<file path="src/rtl/ray_generator_if.sv">
`default_nettype none
// =============================================================================
// ray_generator_if : ray issue handshake and payload toward the ray unit -- rev 1.0
// =============================================================================
interface ray_generator_if #(
  parameter int POSITION_WIDTH = 16,
  parameter int ADDRESS_WIDTH  = 32
);
  logic                           start;
  logic                           ready;
  logic                           unitBusy;
  logic [2:0][POSITION_WIDTH-1:0] rayQ;
  logic [2:0][POSITION_WIDTH-1:0] rayV;
  logic [ADDRESS_WIDTH-1:0]       pixelAddress;

  modport master (output start, rayQ, rayV, pixelAddress, input ready, unitBusy);
  modport slave  (input start, rayQ, rayV, pixelAddress, output ready, unitBusy);
endinterface
`default_nettype wire

</file>
<file path="src/rtl/ray_generator.sv">
`default_nettype none
// =============================================================================
// ray_generator : raster-order primary ray issuer; macro RAYGEN_STALL_COUNT_EN -- rev 1.0
// =============================================================================
module ray_generator #(
  parameter int POSITION_WIDTH = 16,
  parameter int ADDRESS_WIDTH  = 32,
  parameter int WIDTH          = 320,
  parameter int HEIGHT         = 240,
  parameter int PIXEL_STRIDE   = 1
) (
  input  logic                           clock,
  input  logic                           reset,
  input  logic                           frameStart,
  input  logic                           flush,
  input  logic [2:0][POSITION_WIDTH-1:0] cameraQ,
  input  logic [2:0][POSITION_WIDTH-1:0] dirTopLeft,
  input  logic [2:0][POSITION_WIDTH-1:0] dirStepX,
  input  logic [2:0][POSITION_WIDTH-1:0] dirStepY,
  input  logic [ADDRESS_WIDTH-1:0]       frameBase,
  ray_generator_if.master                ray,
  output logic                           busy,
  output logic                           done,
  output logic [31:0]                    stallCycles
);

  localparam int XW = (WIDTH  > 1) ? $clog2(WIDTH)  : 1;
  localparam int YW = (HEIGHT > 1) ? $clog2(HEIGHT) : 1;
  localparam logic [XW-1:0]            c_x_last = XW'(WIDTH - 1);
  localparam logic [YW-1:0]            c_y_last = YW'(HEIGHT - 1);
  localparam logic [ADDRESS_WIDTH-1:0] c_stride = ADDRESS_WIDTH'(PIXEL_STRIDE);

  typedef enum logic [1:0] {
    S_IDLE  = 2'd0,
    S_ISSUE = 2'd1,
    S_DRAIN = 2'd2,
    S_DONE  = 2'd3
  } state_t;

  state_t                         r_state;
  logic                           r_busy;
  logic                           r_done;
  logic [XW-1:0]                  r_x;
  logic [YW-1:0]                  r_y;
  logic [1:0]                     r_drain_cnt;
  logic [2:0][POSITION_WIDTH-1:0] r_ray_q;
  logic [2:0][POSITION_WIDTH-1:0] r_ray_v;
  logic [2:0][POSITION_WIDTH-1:0] r_row_v;
  logic [2:0][POSITION_WIDTH-1:0] r_step_x;
  logic [2:0][POSITION_WIDTH-1:0] r_step_y;
  logic [ADDRESS_WIDTH-1:0]       r_addr;
  logic                           w_handshake;

  // A flush cycle never offers a ray, so an abort cannot race a final handshake.
  assign w_handshake      = (r_state == S_ISSUE) && ray.ready && !flush;
  assign ray.start        = w_handshake;
  assign ray.rayQ         = r_ray_q;
  assign ray.rayV         = r_ray_v;
  assign ray.pixelAddress = r_addr;
  assign busy             = r_busy;
  assign done             = r_done;

  always_ff @(posedge clock or negedge reset) begin
    if (!reset) begin
      r_state     <= S_IDLE;
      r_busy      <= 1'b0;
      r_done      <= 1'b0;
      r_x         <= '0;
      r_y         <= '0;
      r_drain_cnt <= '0;
      r_ray_q     <= '0;
      r_ray_v     <= '0;
      r_row_v     <= '0;
      r_step_x    <= '0;
      r_step_y    <= '0;
      r_addr      <= '0;
    end else if (flush) begin
      r_state <= S_IDLE;
      r_busy  <= 1'b0;
      r_done  <= 1'b0;
    end else begin
      case (r_state)
        S_IDLE: begin
          if (frameStart) begin
            r_ray_q  <= cameraQ;
            r_ray_v  <= dirTopLeft;
            r_row_v  <= dirTopLeft;
            r_step_x <= dirStepX;
            r_step_y <= dirStepY;
            r_addr   <= frameBase;
            r_x      <= '0;
            r_y      <= '0;
            r_busy   <= 1'b1;
            r_state  <= S_ISSUE;
          end
        end
        S_ISSUE: begin
          if (w_handshake) begin
            r_addr <= r_addr + c_stride;
            if (r_x != c_x_last) begin
              r_x <= r_x + XW'(1);
              for (int i = 0; i < 3; i++) r_ray_v[i] <= r_ray_v[i] + r_step_x[i];
            end else if (r_y != c_y_last) begin
              r_x <= '0;
              r_y <= r_y + YW'(1);
              for (int i = 0; i < 3; i++) begin
                r_row_v[i] <= r_row_v[i] + r_step_y[i];
                r_ray_v[i] <= r_row_v[i] + r_step_y[i];
              end
            end else begin
              r_drain_cnt <= '0;
              r_state     <= S_DRAIN;
            end
          end
        end
        S_DRAIN: begin
          // Downstream busy takes two cycles to reflect the last accepted ray.
          if (r_drain_cnt != 2'd2) begin
            r_drain_cnt <= r_drain_cnt + 2'd1;
          end else if (!ray.unitBusy) begin
            r_done  <= 1'b1;
            r_state <= S_DONE;
          end
        end
        S_DONE: begin
          r_done  <= 1'b0;
          r_busy  <= 1'b0;
          r_state <= S_IDLE;
        end
        default: begin
          r_busy  <= 1'b0;
          r_done  <= 1'b0;
          r_state <= S_IDLE;
        end
      endcase
    end
  end

`ifdef RAYGEN_STALL_COUNT_EN
  logic [31:0] r_stall;

  always_ff @(posedge clock or negedge reset) begin
    if (!reset) begin
      r_stall <= '0;
    end else if ((r_state == S_IDLE) && frameStart && !flush) begin
      r_stall <= '0;
    end else if ((r_state == S_ISSUE) && !ray.ready && (r_stall != 32'hFFFF_FFFF)) begin
      r_stall <= r_stall + 32'd1;
    end
  end

  assign stallCycles = r_stall;
`else
  assign stallCycles = '0;
`endif

endmodule
`default_nettype wire
</file>
<file path="src/flat_wrapper.sv">
// flat-port wrapper written by rule: the top's interface ports become plain ports
module ray_generator_flat 
#(
  parameter int POSITION_WIDTH = 16,
  parameter int ADDRESS_WIDTH  = 32,
  parameter int WIDTH          = 320,
  parameter int HEIGHT         = 240,
  parameter int PIXEL_STRIDE   = 1
)
  (clock, reset, frameStart, flush, cameraQ, dirTopLeft, dirStepX, dirStepY, frameBase, busy, done, stallCycles, ray_start, ray_rayQ, ray_rayV, ray_pixelAddress, ray_ready, ray_unitBusy);
  ray_generator_if #(.POSITION_WIDTH(POSITION_WIDTH), .ADDRESS_WIDTH(ADDRESS_WIDTH)) ray_i ();
  input  logic clock;
  input  logic reset;
  input  logic frameStart;
  input  logic flush;
  input  logic [2:0][POSITION_WIDTH-1:0] cameraQ;
  input  logic [2:0][POSITION_WIDTH-1:0] dirTopLeft;
  input  logic [2:0][POSITION_WIDTH-1:0] dirStepX;
  input  logic [2:0][POSITION_WIDTH-1:0] dirStepY;
  input  logic [ADDRESS_WIDTH-1:0] frameBase;
  output logic busy;
  output logic done;
  output logic [31:0] stallCycles;
  output wire logic [$bits(ray_i.start)-1:0] ray_start;
  output wire logic [$bits(ray_i.rayQ)-1:0] ray_rayQ;
  output wire logic [$bits(ray_i.rayV)-1:0] ray_rayV;
  output wire logic [$bits(ray_i.pixelAddress)-1:0] ray_pixelAddress;
  input wire logic [$bits(ray_i.ready)-1:0] ray_ready;
  input wire logic [$bits(ray_i.unitBusy)-1:0] ray_unitBusy;
  assign ray_start = ray_i.start;
  assign ray_rayQ = ray_i.rayQ;
  assign ray_rayV = ray_i.rayV;
  assign ray_pixelAddress = ray_i.pixelAddress;
  assign ray_i.ready = ray_ready;
  assign ray_i.unitBusy = ray_unitBusy;
  ray_generator #(.POSITION_WIDTH(POSITION_WIDTH), .ADDRESS_WIDTH(ADDRESS_WIDTH), .WIDTH(WIDTH), .HEIGHT(HEIGHT), .PIXEL_STRIDE(PIXEL_STRIDE)) u_core (.clock(clock), .reset(reset), .frameStart(frameStart), .flush(flush), .cameraQ(cameraQ), .dirTopLeft(dirTopLeft), .dirStepX(dirStepX), .dirStepY(dirStepY), .frameBase(frameBase), .ray(ray_i), .busy(busy), .done(done), .stallCycles(stallCycles));
endmodule
</file>
<file path="config.mk">
export PLATFORM = sky130hd
export DESIGN_NAME = ray_generator_flat
export DESIGN_NICKNAME = d
export VERILOG_FILES = /design/src/rtl/ray_generator_if.sv /design/src/rtl/ray_generator.sv /design/src/flat_wrapper.sv
export SDC_FILE = /design/constraint.sdc
export NUM_CORES = 1
export LEC_CHECK = 0
export CAP_MARGIN = 40
export CORE_ASPECT_RATIO = 1.5
export CORE_MARGIN = 1.5
export CORE_UTILIZATION = 40
export DETAILED_ROUTE_END_ITERATION = 12
export PLACE_DENSITY_LB_ADDON = 0.25
export SYNTH_ARGS = -nofsm -noshare
export SYNTH_HDL_FRONTEND = slang
export SYNTH_SLANG_ARGS = --single-unit
</file>
<file path="constraint.sdc">
create_clock -name clock -period 2.7 [get_ports clock]
set_input_delay 0.27 -clock clock [delete_from_list [all_inputs] [get_ports clock]]
set_output_delay 0.27 -clock clock [all_outputs]
set_load 0.005 [all_outputs]
</file>
Yosys cells after proc, flatten, opt, wreduce, memory -nomap -nowiden:

Cells that the tools add are included.

* add/sub/neg operators: 10
* equal/unequal tests: 19
* mux-type cells: 41
* bitwise gates (word level): 1
* reductions and logical operators: 16

Operators by type and width (number)
* 2-to-1 mux 48 bit: 6
* one-hot mux 48 bit (2 select lines): 2
* adder 16 bit: 6
* 2-to-1 mux 32 bit: 2
* one-hot mux 32 bit (2 select lines): 1
* 2-to-1 mux 9 bit: 4
* adder 32 x 1 -> 32 bit (second input constant): 1
* 2-to-1 mux 8 bit: 4
* 2-to-1 mux 2 bit: 11
* != test 3 bit (second input constant): 7
* one-hot mux 9 bit (2 select lines): 1
* AND reduction 6 bit: 3
* one-hot mux 8 bit (2 select lines): 1
* != test 2 bit (second input constant): 6
* adder 9 x 1 -> 9 bit (second input constant): 1
* != test 9 bit (second input constant): 1
* adder 8 x 1 -> 8 bit (second input constant): 1
* != test 8 bit (second input constant): 1
* one-hot mux 2 bit (4 select lines): 1
* AND reduction 3 bit: 2
* nonzero test 3 bit: 2
* 2-to-1 mux 1 bit: 5
* AND reduction 5 bit: 1
* equality test 2 bit (second input constant): 2
* other kinds (12): 15

* bits in registers: 295
* input bits: 230
* output and inout bits: 163
* logic and storage cells: 109

Logic depth before layout (Yosys ltp):

* depth after elaboration: 6
* gate-level depth with buffers: 11

Worst setup path after synthesis:

OpenSTA, ideal clock, no wires.

* path type: register to register
* start point: register u_core.r_ray_v (netlist bit u_core.ray.rayV[0])
* end point: register u_core.r_ray_v (netlist bit u_core.ray.rayV[14])
* library setup time: 0.123 ns
* arrival time: 2.501 ns
* data required time: 2.577 ns
* setup slack: 0.077 ns
* stages on the path, launching flop included: 12
* period minus slack after synthesis: 2.623 ns
* cells stage by stage: dfrtp_1 -> ha_1 -> fa_1 -> a21o_1 -> a21oi_1 -> o21bai_1 -> nand2_1 -> o21ai_0 -> o41ai_1 -> o21ai_0 -> xor2_1 -> o221a_2

* longest elaborated chain between the ends: 4

RTL lines
* start: declaration: line ray_generator.sv:47 `logic [2:0][POSITION_WIDTH-1:0] r_ray_v;`
* start signal: assignment: line ray_generator.sv:86 `r_ray_v <= dirTopLeft;`
* start signal: indexed assignment: line ray_generator.sv:108 `r_ray_v[i] <= r_row_v[i] + r_step_y[i];`
* adder 16 bit: line ray_generator.sv:102 `for (int i = 0; i < 3; i++) r_ray_v[i] <= r_ray_v[i] + r_step_x[i];`
* 2-to-1 mux 48 bit: line ray_generator.sv:100 `if (r_x != c_x_last) begin`
* 2-to-1 mux 48 bit: line ray_generator.sv:98 `if (w_handshake) begin`
* one-hot mux 48 bit (2 select lines): line ray_generator.sv:82 `case (r_state)`

No other way between the ends. The select of a mux whose other input is x is not followed.
A chain may end at the register's enable or synchronous reset.

Worst setup path in the final report:

* start point: register u_core.r_step_x[0] in the netlist's numbering
* end point: register u_core.r_ray_v (netlist bit u_core.ray.rayV[15])

* longest elaborated chain between the ends: 4

RTL lines
* start: declaration: line ray_generator.sv:49 `logic [2:0][POSITION_WIDTH-1:0] r_step_x;`
* start signal: assignment: line ray_generator.sv:88 `r_step_x <= dirStepX;`
* adder 16 bit: line ray_generator.sv:102
* 2-to-1 mux 48 bit: line ray_generator.sv:100
* 2-to-1 mux 48 bit: line ray_generator.sv:98
* one-hot mux 48 bit (2 select lines): line ray_generator.sv:82

No other way between the ends. The select of a mux whose other input is x is not followed.

==> metrics.md <==
| Metric | Value |
|---|---|
| Grt ovf | `0` |
| Clock latency at the later pin of the worst-skew pair | `0.53 ns` |
| Maximum root-to-sink buffer count | `3` |
| CTS Buf Count | `35` |
| CP startpoint | `u_core.r_step_x[0]` |
| Share of layout cells above drive strength 1 | `16.1%` |
| Clock network power share | `14.5%` |
| Outcome | `completed` |
| Chip width | `173 um` |
| CTS tree | `done` |
| Setup Crit Path Kind | `reg2reg` |
| Worst-Margin Slew | `0.656 ns` |
| Period minus WS final | `2.61 ns` |
| PD cells | `1390 nW/um^2` |
| Place WS | `-0.0627 ns` |
| DR DRC count | `0` |
| Fin crit share | `96.8%` |
| Routed WL | `58400 um` |
| Area delta synth->final | `34.9%` |
| Slew margin rel. | `56.3%` |
| WL met1 | `20000 um` |
| R2r endpoint | `u_core.ray.rayV[15]` |
| R2r setup slk | `0.09 ns` |
| Hold Vio Cnt, Final | `0` |
| Vias in the first global route | `16149` |
| Internal power | `18.7 mW` |
| Met3 wire length | `3610 um` |
| Max-cap viol count | `0` |
| Clk_skew | `0.0184 ns` |
| Sequential fraction of design power | `25.8%` |
| Drt pass-1 iters | `5` |
| Crit-path max FO | `2` |
| Top sig layer | `met5` |
| CP Capture Type | `register` |
| GPL Wtd Cong | `0.913` |
| Worst hold path type | `in2async` |
| Routed Antenna Nets | `0` |
| Max IR drop VDD | `0.582 mV` |
| Flops & latches, synth | `295` |
| Switching Fraction | `42.6%` |
| CTS sink count | `295` |
| Iter 0 DRT Violations | `630` |
| First-pass GRT wire length | `88900 um` |
| Die area | `44700 um^2` |
| Main synth FF type | `dfrtp_1` |
| Die Span Y | `258 um` |
| Core area | `42900 um^2` |
| Commonest non-fill, non-tap cell in the layout | `clkdlybuf4s50_1` |
| Largest net degree at the start of global routing | `131` |
| Reg2Reg Launch Point | `u_core.r_step_x[0]` |
| Pins Over Slew Limit | `0` |
| Worst EP required | `3.11 ns` |
| Vias per cell | `5.50` |
| Met2 routed WL | `31100 um` |
| WP data arrival | `3.02 ns` |
| Fin nets | `2528` |
| Switching pwr | `13.9 mW` |
| Final worst setup slack | `0.0855 ns` |
| Leak pwr | `10.1 nW` |
| GR Util All Layers | `25.7%` |
| CTS root buffer | `clkbuf_16` |
| Commonest cells after routing, fill and taps aside | `clkdlybuf4s50_1 (359), dfrtp_1 (295), nand2_1 (205)` |
| Post-synth EDFFs | `0` |
| Post-synth cell types | `80` |
| RSZ-0062 raised after global routing | `true` |
| Initial core utilization | `40.5%` |
| CTS clk-pin slew, worst paths | `0.06 ns` |
| Placed instance area | `22000 um^2` |
| Io pins | `393` |
| Endpoints failing setup | `0` |
| H-tree depth | `2` |
| Mapped cell area | `17400 um^2` |
| Cell count of the worst reg-to-reg path | `11` |
| Crit start category | `register` |
| Hold slack final | `0.285 ns` |
| Initial antenna violation count | `8` |
| F_max | `382 MHz` |
| Wirelength per Cell | `21.0 um` |
| DP Wirelength | `44400 um` |
| Comb power frac | `59.6%` |
| Register area share after synthesis | `42.5%` |
| Syn Inst Count | `1786` |
| Row count | `93` |
| Via count | `15352` |
| Final Instance Area | `23400 um^2` |
| Synth warn | `0` |
| Port Buffers | `360` |
| FFs w/ async S/R, synth | `100%` |
| Syn Area/Cell | `9.73 um^2` |
==> logic make-up (layout without fill, tap and decap cells) <==
group / after synthesis / count (layout) / synth area share, %
buffers and inverters: 140 / 539 / 3.96
XOR/XNOR: 82 / 82 / 4.13
AND/OR/NAND/NOR: 490 / 490 / 12.8
flip-flops: 295 / 295 / 42.5
multiplexers: 182 / 182 / 11.5
AO/OA/AOI/OAI: 491 / 491 / 17.3
other: 1 / 35 / 0.0216
adder cells (fa/ha/maj): 105 / 105 / 7.82
==> sequential cells by signal (all words and copies together) (netlist names) <==
name	count
u_core.ray.pixelAddress	32
u_core.done	1
u_core.r_row_v	48
u_core.r_step_x	48
u_core.busy	1
u_core.ray.rayQ	48
u_core.ray.rayV	48
u_core.r_step_y	48
u_core.r_y	8
u_core.r_x	9
u_core.r_state	2
u_core.r_drain_cnt	2
==> per-layer routing <==
layer | up-vias | global-route usage [%]
met2 | 556 | 49.0
li1 | 7174 | -
met5 | - | 0
met4 | 12 | 15.2
met1 | 7437 | 25.3
met3 | 173 | 5.87
==> power by group through the flow <==
stage          clock, mW  sequential [mW]  combinational, mW
2_1_floorplan          0             7.87               11.8
3_3_place_gp           0             8.39               18.2
3_5_place_dp           0             8.47               18.6
4_1_cts             4.84             8.43               19.0
5_1_grt             5.01             8.66               21.2
6_report            4.73             8.43               19.5
==> cells in the mapped netlist (all sizes together), types with 6 or more instances <==
cell / count / area [um^2]
a31oi: 18 / 125
a21o: 31 / 233
o21bai: 10 / 75.1
xor2: 27 / 236
fa: 6 / 120
o41ai: 6 / 86.3
inv: 27 / 101
o21a: 12 / 90.1
a21oi: 142 / 714
nand3: 59 / 295
o21ai: 165 / 826
xnor2: 55 / 482
o211ai: 19 / 143
o22ai: 23 / 144
ha: 99 / 1240
clkbuf: 46 / 173
buf: 66 / 410
nor2b: 13 / 81.3
dfrtp: 295 / 7380
mux2i: 38 / 380
a211oi: 16 / 130
nor3: 26 / 146
nand2b: 11 / 68.8
or3: 6 / 37.5
nand2: 209 / 790
and3: 23 / 145
nor2: 118 / 450
mux2: 144 / 1620
==> how the worst max path moves through the flow <==
stage	to	slack (ns)	depth (start not counted)
6_report	u_core.ray.rayV[15]	0.09	11
5_1_grt	u_core.ray.rayV[15]	-0.03	10
4_1_cts	u_core.ray.rayV[15]	-0.01	11
3_5_place_dp	u_core.ray.rayV[30]	-0.06	11
3_3_place_gp	u_core.ray.rayV[14]	-0.02	11
2_1_floorplan	u_core.ray.rayV[14]	0.08	11
==> cell type report <==
type / count / area, um^2
fill: 3857 / 19500
sequential: 295 / 7380
antenna: 3 / 7.51
clock buffer: 55 / 1080
clock inverter: 5 / 56.3
inverter: 28 / 105
timing repair buffer: 451 / 4460
tap: 570 / 713
multi-input combinational: 1382 / 9640
==> metrics by stage <==
stage / instances / utilization (%) / power, mW / TNS, ns
after CTS: 2780 / 54.2 / 32.3 / -0.0131
after detailed placement: 2706 / 51.2 / 27.0 / -0.144
after global placement: 2706 / 51.2 / 26.6 / -0.0165
after global routing: 2787 / 54.6 / 34.9 / -0.100
after floorplan: 1817 / - / 19.7 / 0
final: 2789 / 54.6 / 32.6 / 0
==> critical path, stage by stage, from the launching register on <==
cell and delay, ns:
dfrtp_1 0.38, ha_2 0.20, buf_6 0.12, a211oi_4 0.25, nor2_2 0.08, o41ai_2 0.27, o21ai_1 0.14, a41o_1 0.25
o41ai_2 0.28, xnor2_1 0.20, mux2i_1 0.22, o211ai_1 0.10
==> what timing repair did <==
| action | 4_1_cts | 5_1_grt |
|---|---|---|
| gates resized for setup | 11 | 37 |
| endpoints found under the hold margin | 59 | 0 |
| buffers inserted | 13 | 6 |
| endpoints found under the setup margin | 6 | 36 |
| pin swaps | 14 | 29 |
| hold buffers | 1 | 0 |
Power figures use the tool's default switching activity.
